[config.mk]
export PLATFORM = sky130hd
export DESIGN_NAME = barcode_raster_gen
export DESIGN_NICKNAME = d
export VERILOG_FILES = /design/src/rtl/barcode_raster_gen.sv
export SDC_FILE = /design/constraint.sdc
export NUM_CORES = 1
export LEC_CHECK = 0
export CAP_MARGIN = 5
export CORE_ASPECT_RATIO = 1.75
export CORE_MARGIN = 5
export CORE_UTILIZATION = 28
export DETAILED_ROUTE_END_ITERATION = 6
export PLACE_DENSITY = 0.52
export RECOVER_POWER = 25
export SETUP_SLACK_MARGIN = 0.05
export SLEW_MARGIN = 25
export SYNTH_ARGS = -nofsm -noshare
export SYNTH_HDL_FRONTEND = slang
export SYNTH_SLANG_ARGS = --single-unit
export TNS_END_PERCENT = 30
[constraint.sdc]
create_clock -name i_clk -period 5.4 [get_ports i_clk]
set_input_delay 1.08 -clock i_clk [delete_from_list [all_inputs] [get_ports i_clk]]
set_output_delay 1.08 -clock i_clk [all_outputs]
set_load 0.01 [all_outputs]
[src/rtl/barcode_raster_gen.sv]
// ============================================================================
// barcode_raster_gen : streams a 57-module Code 128-C style config barcode
//                      (start, kernel, stride, dilation, stop) as raster rows.
// Optional macro BARCODE_RASTER_WORD_OUT_EN exposes the assembled frame word.
// Revision: 1.0
// ============================================================================
`default_nettype none

module barcode_raster_gen #(
  parameter int unsigned ROW_WIDTH  = 64,
  parameter int unsigned COL_OFFSET = 0,
  parameter int unsigned BAR_HEIGHT = 10
) (
  input  logic                          i_clk,
  input  logic                          i_rst_n,
  input  logic                          i_start,
  input  logic [7:0]                    i_kernel_size,
  input  logic [7:0]                    i_stride_size,
  input  logic [7:0]                    i_dilation_size,
  output logic                          o_busy,
  output logic                          o_err,
  output logic                          o_done,
  output logic                          o_pix_valid,
  input  logic                          i_pix_ready,
  output logic [7:0]                    o_pix_data,
  output logic [$clog2(BAR_HEIGHT)-1:0] o_pix_row,
  output logic [$clog2(ROW_WIDTH)-1:0]  o_pix_col,
  output logic                          o_pix_last
`ifdef BARCODE_RASTER_WORD_OUT_EN
  ,
  output logic [56:0]                   o_barcode,
  output logic                          o_barcode_valid
`endif
);

  localparam int unsigned CW = $clog2(ROW_WIDTH);
  localparam int unsigned RW = $clog2(BAR_HEIGHT);
  localparam logic [10:0] C_START = 11'b11010011100;
  localparam logic [12:0] C_STOP  = 13'b1100011101011;

  typedef enum logic [1:0] {
    ST_IDLE = 2'd0,
    ST_LOAD = 2'd1,
    ST_EMIT = 2'd2,
    ST_DONE = 2'd3
  } state_t;

  state_t          state_q, state_d;
  logic [7:0]      kern_q, kern_d, strd_q, strd_d, dil_q, dil_d;
  logic [56:0]     word_q, word_d;
  logic            busy_q, busy_d, err_q, err_d, done_q, done_d;
  logic            pix_valid_q, pix_valid_d, pix_last_q, pix_last_d;
  logic [7:0]      pix_data_q, pix_data_d;
  logic [RW-1:0]   pix_row_q, pix_row_d, row_nxt;
  logic [CW-1:0]   pix_col_q, pix_col_d, col_nxt;
  logic [56:0]     word_new;
  logic            xfer;
`ifdef BARCODE_RASTER_WORD_OUT_EN
  logic            barcode_valid_q, barcode_valid_d;
`endif

  function automatic logic [10:0] sym_bits(input logic [7:0] v);
    case (v)
      8'd1:    return 11'b11001101100;
      8'd2:    return 11'b11001100110;
      8'd3:    return 11'b10010011000;
      default: return 11'b00000000000;
    endcase
  endfunction

  function automatic logic legal(input logic [7:0] v);
    return (v >= 8'd1) && (v <= 8'd3);
  endfunction

  // Columns left of the offset wrap to a huge unsigned value and fall into padding.
  function automatic logic [7:0] pix_of(input logic [56:0] w, input logic [CW-1:0] c);
    int unsigned rel;
    rel = 32'(c) - COL_OFFSET;
    if (rel <= 32'd56) return w[6'(32'd56 - rel)] ? 8'h00 : 8'hFF;
    return 8'hFF;
  endfunction

  always_comb begin
    state_d     = state_q;
    kern_d      = kern_q;
    strd_d      = strd_q;
    dil_d       = dil_q;
    word_d      = word_q;
    busy_d      = busy_q;
    err_d       = err_q;
    done_d      = 1'b0;
    pix_valid_d = pix_valid_q;
    pix_last_d  = pix_last_q;
    pix_data_d  = pix_data_q;
    pix_row_d   = pix_row_q;
    pix_col_d   = pix_col_q;
`ifdef BARCODE_RASTER_WORD_OUT_EN
    barcode_valid_d = 1'b0;
`endif
    word_new = {C_START, sym_bits(kern_q), sym_bits(strd_q), sym_bits(dil_q), C_STOP};
    xfer     = pix_valid_q & i_pix_ready;
    if (pix_col_q == CW'(ROW_WIDTH - 1)) begin
      col_nxt = '0;
      row_nxt = pix_row_q + 1'b1;
    end else begin
      col_nxt = pix_col_q + 1'b1;
      row_nxt = pix_row_q;
    end

    case (state_q)
      ST_IDLE: begin
        if (i_start) begin
          kern_d  = i_kernel_size;
          strd_d  = i_stride_size;
          dil_d   = i_dilation_size;
          busy_d  = 1'b1;
          state_d = ST_LOAD;
        end
      end
      ST_LOAD: begin
        if (legal(kern_q) && legal(strd_q) && legal(dil_q)) begin
          err_d       = 1'b0;
          word_d      = word_new;
          pix_row_d   = '0;
          pix_col_d   = '0;
          pix_valid_d = 1'b1;
          pix_last_d  = 1'b0;
          pix_data_d  = pix_of(word_new, '0);
          state_d     = ST_EMIT;
`ifdef BARCODE_RASTER_WORD_OUT_EN
          barcode_valid_d = 1'b1;
`endif
        end else begin
          err_d   = 1'b1;
          done_d  = 1'b1;
          state_d = ST_DONE;
        end
      end
      ST_EMIT: begin
        if (xfer) begin
          if (pix_last_q) begin
            pix_valid_d = 1'b0;
            pix_last_d  = 1'b0;
            pix_data_d  = 8'hFF;
            done_d      = 1'b1;
            state_d     = ST_DONE;
          end else begin
            pix_row_d  = row_nxt;
            pix_col_d  = col_nxt;
            pix_data_d = pix_of(word_q, col_nxt);
            pix_last_d = (row_nxt == RW'(BAR_HEIGHT - 1)) && (col_nxt == CW'(ROW_WIDTH - 1));
          end
        end
      end
      default: begin
        busy_d  = 1'b0;
        state_d = ST_IDLE;
      end
    endcase
  end

  always_ff @(posedge i_clk or negedge i_rst_n) begin
    if (!i_rst_n) begin
      state_q     <= ST_IDLE;
      kern_q      <= '0;
      strd_q      <= '0;
      dil_q       <= '0;
      word_q      <= '0;
      busy_q      <= 1'b0;
      err_q       <= 1'b0;
      done_q      <= 1'b0;
      pix_valid_q <= 1'b0;
      pix_last_q  <= 1'b0;
      pix_data_q  <= 8'hFF;
      pix_row_q   <= '0;
      pix_col_q   <= '0;
`ifdef BARCODE_RASTER_WORD_OUT_EN
      barcode_valid_q <= 1'b0;
`endif
    end else begin
      state_q     <= state_d;
      kern_q      <= kern_d;
      strd_q      <= strd_d;
      dil_q       <= dil_d;
      word_q      <= word_d;
      busy_q      <= busy_d;
      err_q       <= err_d;
      done_q      <= done_d;
      pix_valid_q <= pix_valid_d;
      pix_last_q  <= pix_last_d;
      pix_data_q  <= pix_data_d;
      pix_row_q   <= pix_row_d;
      pix_col_q   <= pix_col_d;
`ifdef BARCODE_RASTER_WORD_OUT_EN
      barcode_valid_q <= barcode_valid_d;
`endif
    end
  end

  assign o_busy      = busy_q;
  assign o_err       = err_q;
  assign o_done      = done_q;
  assign o_pix_valid = pix_valid_q;
  assign o_pix_data  = pix_data_q;
  assign o_pix_row   = pix_row_q;
  assign o_pix_col   = pix_col_q;
  assign o_pix_last  = pix_last_q;
`ifdef BARCODE_RASTER_WORD_OUT_EN
  assign o_barcode       = word_q;
  assign o_barcode_valid = barcode_valid_q;
`endif

endmodule

`default_nettype wire
==> impl_metrics.json <==
{
  "finalClockSkew_ns": 0.008662,
  "overflow": 0,
  "post_cts_buffers": 0,
  "gp_congestion": 0.8263,
  "drt_iter0_drc": 106,
  "cts_inserted_buffers": 9,
  "drc": 0,
  "ys.flop_type": "dfrtp_1",
  "cp_slowest_cell": "clkbuf_1",
  "maxSlewViolCount": 59,
  "fillerInstances": 1178,
  "crit_path_end_kind": "async pin",
  "crit_arrival_ns": 3.39,
  "root_buffer": "clkbuf_16",
  "synth_cell_types": 55,
  "synthArstFlopShare_pct": 100.0,
  "worstPathCellList": "buf_2 -> clkbuf_1",
  "startpoint": "i_rst_n",
  "seq_area_frac_synth_pct": 43.84,
  "critPathKind": "in -> async",
  "instances_no_fill": 517,
  "layout.nets": 412,
  "cts_resized": 0,
  "track_usage_pct": 11.59,
  "fin_crit_sh_pct": 67.90,
  "synth_area_um2": 3313,
  "critical_path_required_ns": 5.12,
  "antenna_found_initial": 0,
  "status": "finished with violations",
  "setup_violations": 0,
  "multi_input_area_um2": 1692,
  "routed_via_density": 5.197,
  "syn_to_final_growth_pct": 25.87,
  "timing.final.ws_setup_ns": 1.734,
  "whs_ns": 0.4669,
  "antenna_left": 0,
  "wirelength_um": 7875,
  "dieWidth_um": 92.23,
  "regArea_um2": 1453,
  "numPlacedInstances": 501,
  "startpoint_type": "input pin",
  "syn_nets": 377,
  "worstHoldStart": "word_q[34]",
  "cts_buffer_depth": 2,
  "ir_worst_vdd_mv": 0.3514,
  "pin_count": 51,
  "clk_latency_ns": 0.32,
  "place_ws_ns": 2.128,
  "ys_warn_count": 0,
  "grt_pass1_vias": 2701,
  "power.density_nw_per_um2": 477.1,
  "violations": "capacitance limit, slew limit",
  "dpl_cell_area_um2": 3851,
  "worstPathMaxFanout": 58,
  "hold_buffers": 0,
  "final_core_util_pct": 36.01,
  "design_area_um2": 4170,
  "r2r-start": "o_pix_col[0]",
  "cts_tree": "yes",
  "slew_headroom_pct": -108.6,
  "worst_pin_slew_ns": 3.129,
  "start_util_pct": 28.61,
  "diodes": 0,
  "drv_cap": 1,
  "dp_hpwl_um": 5698,
  "ys_seq_elements": 58,
  "htree_levels": 3,
  "cp_slowest_stage_delay_ns": 2.19,
  "cts.sinks": 58,
  "grt_pass1_wl_um": 13230,
  "crit_family": "buffers and inverters",
  "final_cell_mix": "dfrtp_1, clkdlybuf4s50_1, nand2_1",
  "drive_above_1_share_pct": 13.61,
  "tns_ns": 0,
  "die_h_um": 153.9,
  "via_count": 2687,
  "die-area_um2": 14190,
  "clk_pin_slew_worst_paths_ns": 0.05,
  "synth-edff-count": 0,
  "grt_max_degree": 59,
  "min_path_type": "reg -> reg",
  "avgRoutedWirePerCell_um": 15.23,
  "p_total_mw": 1.989,
  "finalHoldViolations": 0,
  "core_um2": 11580,
  "final_common_cell": "dfrtp_1",
  "port_buffers": 50,
  "power_leakage_nw": 1.768,
  "fin_crit_ns": 3.666,
  "rows": 52,
  "netlist_instances": 342,
  "max_freq_mhz": 272.7,
  "rsz0062_at_grt": "false",
  "synth_area_per_cell_um2": 9.688,
  "critPathBufInv": 2,
  "drtPass1Iterations": 5
}
## cell families after synthesis
kind of cell | Yosys count | share of synthesized area (%)
AND/OR/NAND/NOR | 122 | 18.43
XOR/XNOR | 8 | 2.115
adder cells (fa/ha/maj) | 7 | 2.643
flip-flops | 58 | 43.84
AO/OA/AOI/OAI | 74 | 15.64
multiplexers | 36 | 12.16
buffers and inverters | 37 | 5.174
## state kept, by name (all words and copies together) (netlist names)
signal,cells
o_err,1
o_pix_data,1
o_busy,1
strd_q,8
o_pix_col,6
o_pix_last,1
dil_q,8
o_pix_valid,1
state_q,2
o_done,1
word_q,16
o_pix_row,4
kern_q,8
## metal layers
| layer | vias to the layer above | share of wire [%] | global-route usage, % |
|---|---|---|---|
| met3 | 19 | 4.7 | 2.983 |
| met5 | - | 0 | 0 |
| met2 | 75 | 52 | 19.94 |
| met1 | 1299 | 40 | 12.79 |
| li1 | 1294 | - | - |
| met4 | 0 | 3.4 | 6.591 |
## cells in the mapped netlist (3+ instances only)
library cell | instances | area share, %
clkbuf_1 | 13 | 1.5
mux2i_1 | 5 | 1.5
a41oi_1 | 4 | 1.1
nor2b_1 | 7 | 1.3
a22o_1 | 5 | 1.3
nand2b_1 | 8 | 1.5
o22ai_1 | 3 | 0.57
buf_2 | 5 | 0.76
buf_4 | 7 | 1.6
o21ai_1 | 5 | 0.76
o311ai_0 | 3 | 0.79
mux2_2 | 28 | 9.5
inv_1 | 9 | 1.0
nand3_1 | 14 | 2.1
xnor2_1 | 6 | 1.6
o41ai_1 | 3 | 0.79
ha_1 | 7 | 2.6
nor4_1 | 3 | 0.57
nor3_1 | 7 | 1.1
dfrtp_1 | 57 | 43
a31oi_1 | 5 | 0.94
nand2_1 | 44 | 5.0
a21oi_1 | 12 | 1.8
nor2_1 | 18 | 2.0
o21ai_0 | 10 | 1.5
and2_1 | 3 | 0.57
nand4_1 | 3 | 0.57
a211o_1 | 3 | 0.79
a21o_1 | 5 | 1.1
o31ai_1 | 4 | 0.91
## final timing paths
kind	end	slack (ns)	depth (start not counted)
worst max-delay path	state_q[1]	1.73	2
worst min-delay path	word_q[34]	0.47	1
worst max register to register	o_pix_data[6]	2.10	9
worst min register to register	word_q[34]	0.47	1
max in group i_clk	o_pix_data[6]	2.10	9
min in group asynchronous	dil_q[5]	1.88	2
## cell type report
class | instances | area share, %
well taps | 135 | 4.050
clock inverters | 5 | 1.860
clock buffers | 11 | 5.821
inverters | 10 | 0.9001
flip-flops and latches | 58 | 34.83
repair buffers | 51 | 11.97
multi-input cells | 247 | 40.56
## worst reg2reg max path: cells and delay by family (launching register included)
kind,cells,cell delay [ns]
AOI/OAI and AO/OA,2,0.39
adders and majority gates,1,0.71
buffers and inverters,2,0.65
DFF,1,0.78
muxes,1,0.27
and+or+nand+nor,3,0.45
## power by group
group / switching (mW) / internal (mW)
Combinational: 0.349 / 0.341
Clock: 0.191 / 0.414
Sequential: 0.134 / 0.560
Note: power is estimated with default switching activity, not from simulation.
